===== src/rtl/ipmxb_qsgmii_hsst_rx_lane_rst_fsm.sv =====
// Per-lane QSGMII HSST RX reset sequencer: PMA reset, signal-detect qualification,
// CDR-lock wait and PCS reset, with link supervision and a saturating retry count.
module ipmxb_qsgmii_hsst_rx_lane_rst_fsm #(
    parameter int unsigned PMA_RST_CYCLES       = 200,
    parameter int unsigned SIGDET_STABLE_CYCLES = 1000,
    parameter int unsigned CDR_TIMEOUT_CYCLES   = 20000,
    parameter int unsigned PCS_RST_CYCLES       = 100
) (
    input  logic       clk,
    input  logic       rst,
    input  logic       i_lane_rst,
    input  logic       i_pll_lock,
    input  logic       i_signal_loss,
    input  logic       i_cdr_align,
    input  logic       i_force_rst,
    output logic       o_rx_pma_rst,
    output logic       o_rx_pcs_rst,
    output logic       o_rx_rst_done,
    output logic [2:0] o_fsm_state,
    output logic [7:0] o_retry_cnt
);

    localparam logic [2:0] ST_IDLE        = 3'd0;
    localparam logic [2:0] ST_PMA_RST     = 3'd1;
    localparam logic [2:0] ST_WAIT_SIGDET = 3'd2;
    localparam logic [2:0] ST_WAIT_CDR    = 3'd3;
    localparam logic [2:0] ST_PCS_RST     = 3'd4;
    localparam logic [2:0] ST_DONE        = 3'd5;

    localparam logic [15:0] PMA_LAST    = 16'(PMA_RST_CYCLES - 1);
    localparam logic [15:0] SIGDET_LAST = 16'(SIGDET_STABLE_CYCLES - 1);
    localparam logic [15:0] CDR_LAST    = 16'(CDR_TIMEOUT_CYCLES - 1);
    localparam logic [15:0] PCS_LAST    = 16'(PCS_RST_CYCLES - 1);

    logic [2:0]  state;
    logic [2:0]  state_nxt;
    logic [15:0] cnt;
    logic        restart;
    logic        retry_inc;
    logic        sig_loss_m, sig_loss_s;
    logic        cdr_m, cdr_s;
    logic        pma_nxt, pcs_nxt, done_nxt;

    // Loss-of-signal synchronizer idles at "lost" so nothing qualifies out of reset.
    always_ff @(posedge clk) begin
        if (rst) begin
            sig_loss_m <= 1'b1;
            sig_loss_s <= 1'b1;
            cdr_m      <= 1'b0;
            cdr_s      <= 1'b0;
        end else begin
            sig_loss_m <= i_signal_loss;
            sig_loss_s <= sig_loss_m;
            cdr_m      <= i_cdr_align;
            cdr_s      <= cdr_m;
        end
    end

    always_ff @(posedge clk) begin
        if (rst) begin
            state         <= ST_IDLE;
            cnt           <= '0;
            o_retry_cnt   <= '0;
            o_rx_pma_rst  <= 1'b1;
            o_rx_pcs_rst  <= 1'b1;
            o_rx_rst_done <= 1'b0;
        end else begin
            state         <= state_nxt;
            o_rx_pma_rst  <= pma_nxt;
            o_rx_pcs_rst  <= pcs_nxt;
            o_rx_rst_done <= done_nxt;
            if (restart || (state_nxt != state))
                cnt <= '0;
            else if (cnt != 16'hFFFF)
                cnt <= cnt + 16'd1;
            if (retry_inc && (o_retry_cnt != 8'hFF))
                o_retry_cnt <= o_retry_cnt + 8'd1;
        end
    end

    always_comb begin
        state_nxt = state;
        restart   = 1'b0;
        retry_inc = 1'b0;
        if (i_lane_rst || !i_pll_lock) begin
            state_nxt = ST_IDLE;
        end else if (i_force_rst && (state != ST_IDLE)) begin
            state_nxt = ST_PMA_RST;
            restart   = 1'b1;
        end else begin
            case (state)
                ST_IDLE: state_nxt = ST_PMA_RST;
                ST_PMA_RST: begin
                    if (cnt == PMA_LAST)
                        state_nxt = ST_WAIT_SIGDET;
                end
                ST_WAIT_SIGDET: begin
                    if (sig_loss_s)
                        restart = 1'b1;
                    else if (cnt == SIGDET_LAST)
                        state_nxt = ST_WAIT_CDR;
                end
                ST_WAIT_CDR: begin
                    if (cdr_s) begin
                        state_nxt = ST_PCS_RST;
                    end else if (sig_loss_s) begin
                        state_nxt = ST_WAIT_SIGDET;
                    end else if (cnt == CDR_LAST) begin
                        state_nxt = ST_PMA_RST;
                        retry_inc = 1'b1;
                    end
                end
                // Link loss wins over completion so DONE is never reported on a dead link.
                ST_PCS_RST: begin
                    if (sig_loss_s || !cdr_s) begin
                        state_nxt = ST_PMA_RST;
                        retry_inc = 1'b1;
                    end else if (cnt == PCS_LAST) begin
                        state_nxt = ST_DONE;
                    end
                end
                ST_DONE: begin
                    if (sig_loss_s || !cdr_s) begin
                        state_nxt = ST_PMA_RST;
                        retry_inc = 1'b1;
                    end
                end
                default: state_nxt = ST_IDLE;
            endcase
        end
    end

    // Moore outputs decoded from the next state so they register alongside it.
    always_comb begin
        pma_nxt  = 1'b0;
        pcs_nxt  = 1'b1;
        done_nxt = 1'b0;
        case (state_nxt)
            ST_IDLE, ST_PMA_RST: pma_nxt = 1'b1;
            ST_DONE: begin
                pcs_nxt  = 1'b0;
                done_nxt = 1'b1;
            end
            ST_WAIT_SIGDET, ST_WAIT_CDR, ST_PCS_RST: pma_nxt = 1'b0;
            default: pma_nxt = 1'b1;
        endcase
    end

    assign o_fsm_state = state;

endmodule


===== config.mk =====
export PLATFORM = sky130hd
export DESIGN_NAME = ipmxb_qsgmii_hsst_rx_lane_rst_fsm
export DESIGN_NICKNAME = d
export VERILOG_FILES = /design/src/rtl/ipmxb_qsgmii_hsst_rx_lane_rst_fsm.sv
export SDC_FILE = /design/constraint.sdc
export NUM_CORES = 1
export LEC_CHECK = 0
export CAP_MARGIN = 10
export CORE_UTILIZATION = 56
export CTS_BUF_LIST = sky130_fd_sc_hd__clkbuf_16
export CTS_CLUSTER_SIZE = 10
export DETAILED_ROUTE_END_ITERATION = 16
export PLACE_DENSITY_LB_ADDON = 0.25
export SLEW_MARGIN = 20
export SYNTH_ARGS = -nofsm -noshare
export SYNTH_HDL_FRONTEND = slang
export SYNTH_SLANG_ARGS = --single-unit

===== constraint.sdc =====
create_clock -name clk -period 2.5 [get_ports clk]
set_clock_uncertainty 0.1 [all_clocks]
set_input_delay 0.375 -clock clk [delete_from_list [all_inputs] [get_ports clk]]
set_output_delay 0.375 -clock clk [all_outputs]
set_load 0.05 [all_outputs]

==> flow_summary.yaml <==
status:
  outcome: "finished, final reports clean"
cts:
  insertion_delay_ns: 0.28
  clk_pin_slew_ns: 0.05
  cts_made_buffers: 5
  cts_tree: "yes"
  clockBufferDepth: 2
  cts_setup_buffers: 0
  h-tree-depth: 2
  clockRootBuffer: "clkbuf_16"
  cts.sink_count: 34
sta:
  fin_ws_ns: 0.1573
  fmax_mhz: 426.9
  slew_viol_final: 0
  rsz0062_at_grt: "no"
  hold_viol: 0
  period_share_pct: 93.71
  worst_pin_slew_ns: 0.5287
  max-slew-margin-rel_pct: 64.64
  period_needed_ns: 2.343
  setup_violations: 0
floorplan:
  core-area_um2: 3337
  die_h_um: 60.89
  die_w_um: 60.89
  pin_count: 21
  rows: 21
  initial_core_util_pct: 58.19
  design.die.area_um2: 3707
route:
  drtPass1Iterations: 4
  viasPerCell: 5.915
  wl_per_cell_um: 14.60
  routed_wl_um: 4306
  drt-initial-drc-count: 113
  drt.antenna.violating_nets: 0
  drc: 0
  vias: 1745
cells_and_area:
  fillers: 289
  final_layout_size_suffix_gt1_share_pct: 16.47
  seq_area_um2: 681.9
  multi_input_area_um2: 1162
  top_register: "cnt"
  largest_reg_flops: 16
  syn2layout_area_growth_pct: 20.36
  layout_common_cells: "dfxtp_1 (33), clkdlybuf4s50_1 (20), nor2_1 (18)"
  diodes: 0
  layout_commonest_cell: "dfxtp_1"
  nets: 257
place:
  detailed_place_hpwl_um: 2954
  port_buffers: 20
  gp_congestion: 0.8425
  place_ws_ns: -0.007511
worst_setup_path:
  critPathMaxStageDelay_ns: 0.44
  worstPathCellList: "nor4_4 > nand4_1 > nand3_1 > or3b_4 > a21oi_4 > nor3_1"
  r2r_slack_ns: 0.16
  crit_path_start_kind: "flip-flop"
  critical_path_class: "reg2reg"
  end_kind: "flip-flop"
  worstSetupStartpoint: "cnt[15]$_SDFFE_PP0P_"
  crit_required_ns: 2.54
  path_delay_family: "simple AND/OR/NAND/NOR gates"
  critPathBufInv: 0
  worstPathArrival_ns: 2.38
  r2r-start: "cnt[15]$_SDFFE_PP0P_"
  slowest_stage: "a21oi_4"
  path_max_fanout: 16
job:
  cap_viol_max_count: 0
synth:
  synth_flop_cell: "dfxtp_1"
  synth_area_per_cell_um2: 8.827
  yosysWarningCount: 0
  syn-num-nets: 229
  yosys_register_bits: 34
  synthCells: 220
  synth_edf_count: 0
  synth_area_um2: 1942
  synth.distinct_cells: 58
  async_flop_share_pct: 0
  synth_seq_area_share_pct: 35.05
power_and_ir_drop:
  p_leak_nw: 0.8474
  post-layout-total-power_mw: 1.211
  cellPowerDensity_nw_per_um2: 518.1
  ir_drop_v: 0.0005387
grt:
  grt_overflow: 0
  grt_util_all_layers_pct: 26.13
  grt_pass1_wl_um: 7058
  grt_antenna_before_repair: 0
  grt_max_degree: 18
  grt_pass1_vias: 1600
min_path:
  min-delay-start: "sig_loss_m$_SDFF_PP1_"
  hold_class: "reg2reg"
path summary, 6_finish.rpt:
kind | end | cells past startpoint
max | cnt[3]$_SDFFE_PP0P_ | 6
min | sig_loss_s$_SDFF_PP1_ | 1
max reg2reg | cnt[3]$_SDFFE_PP0P_ | 6
min reg2reg | sig_loss_s$_SDFF_PP1_ | 1
cells in the mapped netlist (3+ instances only):
master / instances / share of area (%)
nor2_1: 18 / 3.5
inv_1: 4 / 0.77
nor4_1: 3 / 0.97
nand2b_1: 6 / 1.9
mux2i_1: 4 / 2.1
a211oi_1: 3 / 1.2
buf_6: 3 / 1.7
o21ai_0: 5 / 1.3
xor2_1: 8 / 3.6
xnor2_1: 4 / 1.8
clkbuf_8: 3 / 2.1
and4_1: 3 / 1.4
nand4_1: 8 / 2.6
a21oi_1: 8 / 2.1
nor2b_1: 4 / 1.3
nand2_1: 14 / 2.7
and3_1: 10 / 3.2
buf_2: 3 / 0.77
dfxtp_1: 34 / 35
nor3_1: 16 / 4.1
nand3_1: 13 / 3.4
power by group:
part | switching, mW | leakage (nW) | internal, mW
Clock | 0.220 | 0.0724 | 0.359
Combinational | 0.0407 | 0.499 | 0.0347
Sequential | 0.00666 | 0.276 | 0.550
Total | 0.267 | 0.847 | 0.944
through the flow:
| stage | hold slack [ns] | setup TNS [ns] | utilization, % | cell area (µm²) | instances |
|---|---|---|---|---|---|
| floorplan | 0.2895 | 0 | - | 1942 | 220 |
| global placement | 0.2928 | 0 | 65.58 | 2188 | 287 |
| detailed placement | 0.2936 | -0.007511 | 65.58 | 2188 | 287 |
| CTS | 0.3050 | 0 | 69.70 | 2326 | 295 |
| global route | 0.3261 | 0 | 70.04 | 2337 | 295 |
| finish | 0.3040 | 0 | 70.04 | 2337 | 295 |
cells by family (layout without fill, tap and decap cells):
group | Yosys count | after routing | share of synthesized area (%)
XOR/XNOR | 12 | 12 | 5.412
flip-flops | 34 | 34 | 35.05
AND/OR/NAND/NOR | 116 | 116 | 35.50
adder cells (fa/ha/maj) | 2 | 2 | 1.288
AO/OA/AOI/OAI | 37 | 37 | 14.50
multiplexers | 5 | 5 | 2.642
buffers and inverters | 14 | 43 | 5.605
repair_timing:
action,CTS,global route
setup endpoints to repair,0,2
gates resized for setup,0,4
hold buffers,0,0
endpoints found under the hold margin,0,0
cell type report:
class | count | area share [%]
clock inverter | 3 | 0.5353
tap | 46 | 2.463
multi-input combinational | 172 | 49.73
clock buffer | 5 | 5.353
sequential | 34 | 29.18
timing repair buffer | 31 | 12.10
inverter | 4 | 0.6424
per-layer routing:
metal	wire [µm]	track usage, %	vias to the layer above
met3	320	9.168	9
li1	-	-	861
met5	0	0	-
met4	76	11.69	0
met1	1924	33.55	798
met2	1985	39.56	77
Note: power is estimated with default switching activity, not from simulation.
